## src/rtl/data_table_rd_arbiter_pkg.sv

```systemverilog
// Shared hash-table types and sizes.
// Used by the data-table read-port arbiter.
package data_table_rd_arbiter_pkg;

  localparam int TABLE_ADDR_WIDTH = 8;
  localparam int RAM_DATA_WIDTH   = 32;
  localparam int N_RD_CLIENTS     = 3;
  localparam int RAM_RD_LATENCY   = 2;

  typedef logic [RAM_DATA_WIDTH-1:0] ram_data_t;

  typedef logic [$clog2(N_RD_CLIENTS)-1:0] rd_client_id_t;

endpackage

```

## src/rtl/data_table_rd_arbiter_rr_arbiter.sv

```systemverilog
// Combinational round-robin picker.
// Searches from ptr upward, wrapping N-1 -> 0.
module rr_arbiter
  import data_table_rd_arbiter_pkg::*;
#(
  parameter int N  = 3,
  parameter int PW = (N > 1) ? $clog2(N) : 1
) (
  input  logic [N-1:0]  req,
  input  logic [PW-1:0] ptr,
  output logic [N-1:0]  grant
);

  int   idx;
  logic found;

  // First requester at or after ptr wins.
  always_comb begin
    grant = '0;
    found = 1'b0;
    idx   = 0;
    for (int k = 0; k < N; k++) begin
      idx = (int'(ptr) + k) % N;
      if (!found && req[idx]) begin
        grant[idx] = 1'b1;
        found      = 1'b1;
      end
    end
  end

endmodule

```

## src/rtl/data_table_rd_arbiter.sv

```systemverilog
// Shares the data-table RAM read port between
// table engines; routes returns via an ID pipe.
module data_table_rd_arbiter
  import data_table_rd_arbiter_pkg::*;
#(
  parameter int N_REQ      = N_RD_CLIENTS,
  parameter int A_WIDTH    = TABLE_ADDR_WIDTH,
  parameter int RD_LATENCY = RAM_RD_LATENCY
) (
  input  logic                     clk_i,
  input  logic                     rst_i,
  input  logic [N_REQ-1:0]         req_i,
  input  logic [N_REQ-1:0]         req_rd_en_i,
  input  logic [N_REQ*A_WIDTH-1:0] req_rd_addr_i,
  output logic [N_REQ-1:0]         req_rd_avail_o,
  output ram_data_t                req_rd_data_o,
  output logic [N_REQ-1:0]         req_rd_data_val_o,
  input  logic                     ram_avail_i,
  output logic                     ram_rd_en_o,
  output logic [A_WIDTH-1:0]       ram_rd_addr_o,
  input  ram_data_t                ram_rd_data_i
);

  localparam int IW = (N_REQ > 1) ? $clog2(N_REQ) : 1;

  logic [N_REQ-1:0]      busy;
  logic [N_REQ-1:0]      elig;
  logic [N_REQ-1:0]      grant;
  logic [N_REQ-1:0]      issue;
  logic [N_REQ-1:0]      ret;
  logic [IW-1:0]         rr_ptr;
  logic [IW-1:0]         ptr_nxt;
  logic [IW-1:0]         gid;
  logic [RD_LATENCY-1:0] pipe_vld;
  logic [IW-1:0]         pipe_id [RD_LATENCY];

  assign elig = req_i & ~busy;

  rr_arbiter #(
    .N  (N_REQ),
    .PW (IW)
  ) u_rr (
    .req   (elig),
    .ptr   (rr_ptr),
    .grant (grant)
  );

  // One-hot grant to requester index.
  always_comb begin
    gid = '0;
    for (int i = 0; i < N_REQ; i++) begin
      if (grant[i]) gid = IW'(i);
    end
  end

  // Avail is forced low while reset is asserted.
  assign req_rd_avail_o =
    (ram_avail_i && !rst_i) ? grant : '0;
  assign issue         = req_rd_avail_o & req_rd_en_i;
  assign ram_rd_en_o   = |issue;
  assign ram_rd_addr_o =
    req_rd_addr_i[gid*A_WIDTH +: A_WIDTH];

  assign ptr_nxt =
    (gid == IW'(N_REQ - 1)) ? '0 : gid + 1'b1;

  // Decode the pipe's last stage into a return pulse.
  always_comb begin
    ret = '0;
    for (int i = 0; i < N_REQ; i++) begin
      ret[i] = pipe_vld[RD_LATENCY-1] &&
               (pipe_id[RD_LATENCY-1] == IW'(i));
    end
  end

  assign req_rd_data_val_o = ret;
  assign req_rd_data_o     = ram_rd_data_i;

  // Busy set on issue, cleared the edge after return.
  always_ff @(posedge clk_i or posedge rst_i) begin
    if (rst_i) begin
      busy   <= '0;
      rr_ptr <= '0;
    end else begin
      busy <= (busy & ~ret) | issue;
      if (ram_rd_en_o) rr_ptr <= ptr_nxt;
    end
  end

  // Latency-matched shift register of {valid, id}.
  always_ff @(posedge clk_i or posedge rst_i) begin
    if (rst_i) begin
      pipe_vld <= '0;
      for (int k = 0; k < RD_LATENCY; k++) begin
        pipe_id[k] <= '0;
      end
    end else begin
      pipe_vld[0] <= ram_rd_en_o;
      pipe_id[0]  <= gid;
      for (int k = 1; k < RD_LATENCY; k++) begin
        pipe_vld[k] <= pipe_vld[k-1];
        pipe_id[k]  <= pipe_id[k-1];
      end
    end
  end

`ifndef SYNTHESIS
  a_avail_oh0: assert property (
    @(posedge clk_i) disable iff (rst_i)
    $onehot0(req_rd_avail_o));
  a_val_oh0: assert property (
    @(posedge clk_i) disable iff (rst_i)
    $onehot0(req_rd_data_val_o));
  a_no_busy_issue: assert property (
    @(posedge clk_i) disable iff (rst_i)
    (issue & busy) == '0);
  a_val_busy: assert property (
    @(posedge clk_i) disable iff (rst_i)
    (ret & ~busy) == '0);
  a_ret_issue: assert property (
    @(posedge clk_i) disable iff (rst_i)
    (ret & issue) == '0);
`endif

endmodule
```

## config.mk

```make
export PLATFORM = sky130hd
export DESIGN_NAME = data_table_rd_arbiter
export DESIGN_NICKNAME = d
export VERILOG_FILES = /design/src/rtl/data_table_rd_arbiter_pkg.sv /design/src/rtl/data_table_rd_arbiter_rr_arbiter.sv /design/src/rtl/data_table_rd_arbiter.sv
export SDC_FILE = /design/constraint.sdc
export NUM_CORES = 1
export LEC_CHECK = 0
export CORE_MARGIN = 2
export CORE_UTILIZATION = 30
export DETAILED_ROUTE_END_ITERATION = 6
export GPL_TIMING_DRIVEN = 0
export MAX_ROUTING_LAYER = met4
export PLACE_DENSITY = 0.78
export SLEW_MARGIN = 20
export SYNTH_ARGS = -nofsm -noshare
export SYNTH_HDL_FRONTEND = slang
export SYNTH_SLANG_ARGS = --single-unit
```

## constraint.sdc

```tcl
create_clock -name clk_i -period 2.2 [get_ports clk_i]
set_input_delay 0.22 -clock clk_i [delete_from_list [all_inputs] [get_ports clk_i]]
set_output_delay 0.22 -clock clk_i [all_outputs]
set_load 0.02 [all_outputs]
```

==> results.tsv <==
stage	metric	value	unit
run_status	status	finished with violations	
run_status	violations	setup timing	
floorplanning	core-area	4324	um^2
yosys	syn_area	1345	um^2
floorplanning	ios	112	
clocking	cts.sinks	11	
yosys	ys.flop_type	dfrtp_1	
yosys	ys_warn_count	0	
final_layout	areaGrowthSynthToFinish	93.49	%
floorplanning	dieArea	5035	um^2
yosys	synth_top_area_cell	dfrtp_1	
drt	postRouteWirelength	4083	um
yosys	netlist_instances	151	
final_layout	final_net_count	318	
yosys	synth_edf_count	0	
final_layout	multiInputGateArea	958.4	um^2
sta	max_freq	382.2	MHz
critical_path	path_max_fanout	7	
drt	vias	1466	
clocking	htreeDepth	1	
clocking	cts.reportedPaths.clkPinSlew	0.05	ns
yosys	synthArstFlopShare	100.0	%
worst_hold_path	min_path_cells	0	
sta	hold_violations	0	
sta	post-route-period-util	118.9	%
clocking	cts_tree	done	
clocking	cts_hold_buf	0	
drt	first_pass_iters	4	
final_layout	regArea	277.8	um^2
sta	setup-violations-final	15	
worst_hold_path	hp-class	reg -> reg	
global_routing	grt_pass1_vias	1371	
sta	finalMaxSlewViolations	0	
global_routing	track_usage	15.46	%
floorplanning	num_rows	24	
sta	setup_tns	-5.195	ns
placement	post-dp-hpwl	3110	um
placement	place_ws	-0.8134	ns
pwr	vdd.ir_drop.worst	0.0003633	V
global_routing	overflow	0	
drt	avgRoutedWirePerCell	13.61	um
run	drv_cap	0	
floorplanning	die_h	70.96	um
critical_path	crit_arrival	2.40	ns
placement	place.gp.congestion	0.8306	
yosys	avgSynthCellArea	8.908	um^2
floorplanning	start_util	31.11	%
critical_path	worstRegToRegCells	9	
yosys	synth.lib_cells_used.distinct	41	
drt	route.detailed.drc	0	
critical_path	cp.required	1.98	ns
pwr	leakagePower	1.121	nW
sta	finClkSkew	0.004265	ns
sta	fin_crit	2.616	ns
clocking	numCtsBuffers	3	
yosys	synthTopCellsByArea	dfrtp_1 20%, buf_4 18%, mux2i_1 6.7%, nand2_1 4.2%, ha_1 3.7%	
critical_path	crit_type	reg -> out	
global_routing	grt_pass1_wl	6196	um
final_layout	fillers	385	
clocking	clock-root-buffer	clkbuf_8	
sta	setup_ws	-0.4162	ns
sta	tightestPinTransition	0.4325	ns
placement	placed_area	2336	um^2
yosys	ys_ff_latch	11	
sta	slew_headroom	71.05	%
critical_path	critPathLaunchType	flop	
clocking	ctsLongestPathBuffers	2	
clocking	clock_latency	0.24	ns
yosys	yosysSeqAreaShare	20.47	%
final_layout	n_antenna_cell	0	
drt	drt_iter0_drc	46	
drt	post_drt_via_cell_ratio	4.887	
final_layout	final_cell_mix	67 x clkdlybuf4s50_1, 44 x buf_4, 15 x buf_6	
drt	ant_nets	0	
final_layout	final_layout_size_suffix_gt1_share	44.35	%
pwr	power_density	622.5	nW/um^2
sta	rsz0062_at_grt	yes	
global_routing	antenna_found_initial	0	
global_routing	grt_max_degree	12	
critical_path	end_kind	output pin	
placement	numPortBuffers	79	
floorplanning	die_width	70.96	um
yosys	netlist.area_leader.share	20.47	%
yosys	synth_fp_nets	220	
final_layout	design_area	2603	um^2
final_layout	layout.cells.most_common	clkdlybuf4s50_1	
==> cell type report <==
| class | count | share of cell area (%) |
|---|---|---|
| Inverter | 7 | 1.106 |
| Timing Repair Buffer | 93 | 35.62 |
| Sequential cell | 11 | 10.67 |
| Clock buffer | 4 | 1.731 |
| Buffer | 37 | 11.54 |
| Tap cell | 52 | 2.500 |
| Multi-Input combinational cell | 96 | 36.83 |
==> kinds of logic (layout without fill, tap and decap cells) <==
family,count (synthesis),after routing,share of synthesized area (%)
muxes,9,9,6.698
AOI/OAI and AO/OA,27,27,16.00
buffers and inverters,44,141,22.79
adders and majority gates,4,4,3.721
DFF,11,11,20.46
and+or+nand+nor,56,56,30.33
==> state kept, by name, summed over array words and instances (netlist names) <==
register	flops
pipe_id	4
busy	3
pipe_vld	2
rr_ptr	2
==> where the power goes <==
group	internal (mW)	leakage, nW	total (mW)	switching [mW]
registers	0.241	0.135	0.295	0.0540
logic	0.597	0.963	1.12	0.528
clock network	0.127	0.0228	0.200	0.0734
==> Yosys cell counts (all sizes together) (2+ instances only) <==
library cell and n:
o211ai 3, or3 2, o31a 2, o22ai 2, nor4 2, ha 4
o21ai 12, nand2b 3, nor4b 4, a22oi 2, inv 7, and3 2
nand2 15, buf 36, dfrtp 11, nor2b 2, nor3b 3, nand4bb 4
nor2 10, nor4bb 5, mux2i 9
==> stage by stage <==
step	power, mW	std cells	hold WS (ns)	util (%)
floorplan	0.9761	151	0.07244	-
global placement	1.257	282	0.3326	54.02
detailed placement	1.270	282	0.3397	54.02
CTS	1.561	298	0.3505	57.93
global route	1.718	300	0.3563	60.19
finish	1.620	300	0.3478	60.19
==> worst paths after layout <==
kind	startpoint	end	slack, ns
max	rr_ptr[1]	ram_rd_addr_o[4]	-0.42
max in group asynchronous	rst_i	rr_ptr[1]	1.52
min in group asynchronous	rst_i	pipe_id[3]	0.37
min reg2reg	pipe_id[3]	pipe_id[1]	0.35
min	pipe_id[3]	pipe_id[1]	0.35
max reg2reg	rr_ptr[0]	rr_ptr[1]	-0.34
==> layer usage <==
metal  GRT usage (%)  share of wire, %  up-vias
li1                -                 -      704
met1           18.64                37      686
met2           26.79                54       74
met3           2.849               7.8        2
met4           3.564              0.56        0
met5               -                 0        -
==> repair_timing <==
| item | CTS | global route |
|---|---|---|
| endpoints found under the setup margin | 17 | 17 |
| pin swaps | 12 | 8 |
| buffers inserted | 12 | 2 |
| endpoints found under the hold margin | 0 | 0 |
| gates cloned | 0 | 0 |
| resized for setup | 70 | 23 |
==> critical path, stage by stage (launching register included) <==
cell and delay, ns:
dfrtp_2 0.43, inv_2 0.07, ha_4 0.18, buf_8 0.14, nor4bb_4 0.37, nor3_2 0.11
a31oi_4 0.24, buf_8 0.17, mux2i_4 0.24, o21ai_4 0.06, buf_6 0.12
No activity file was read; power rests on OpenSTA's default activity.
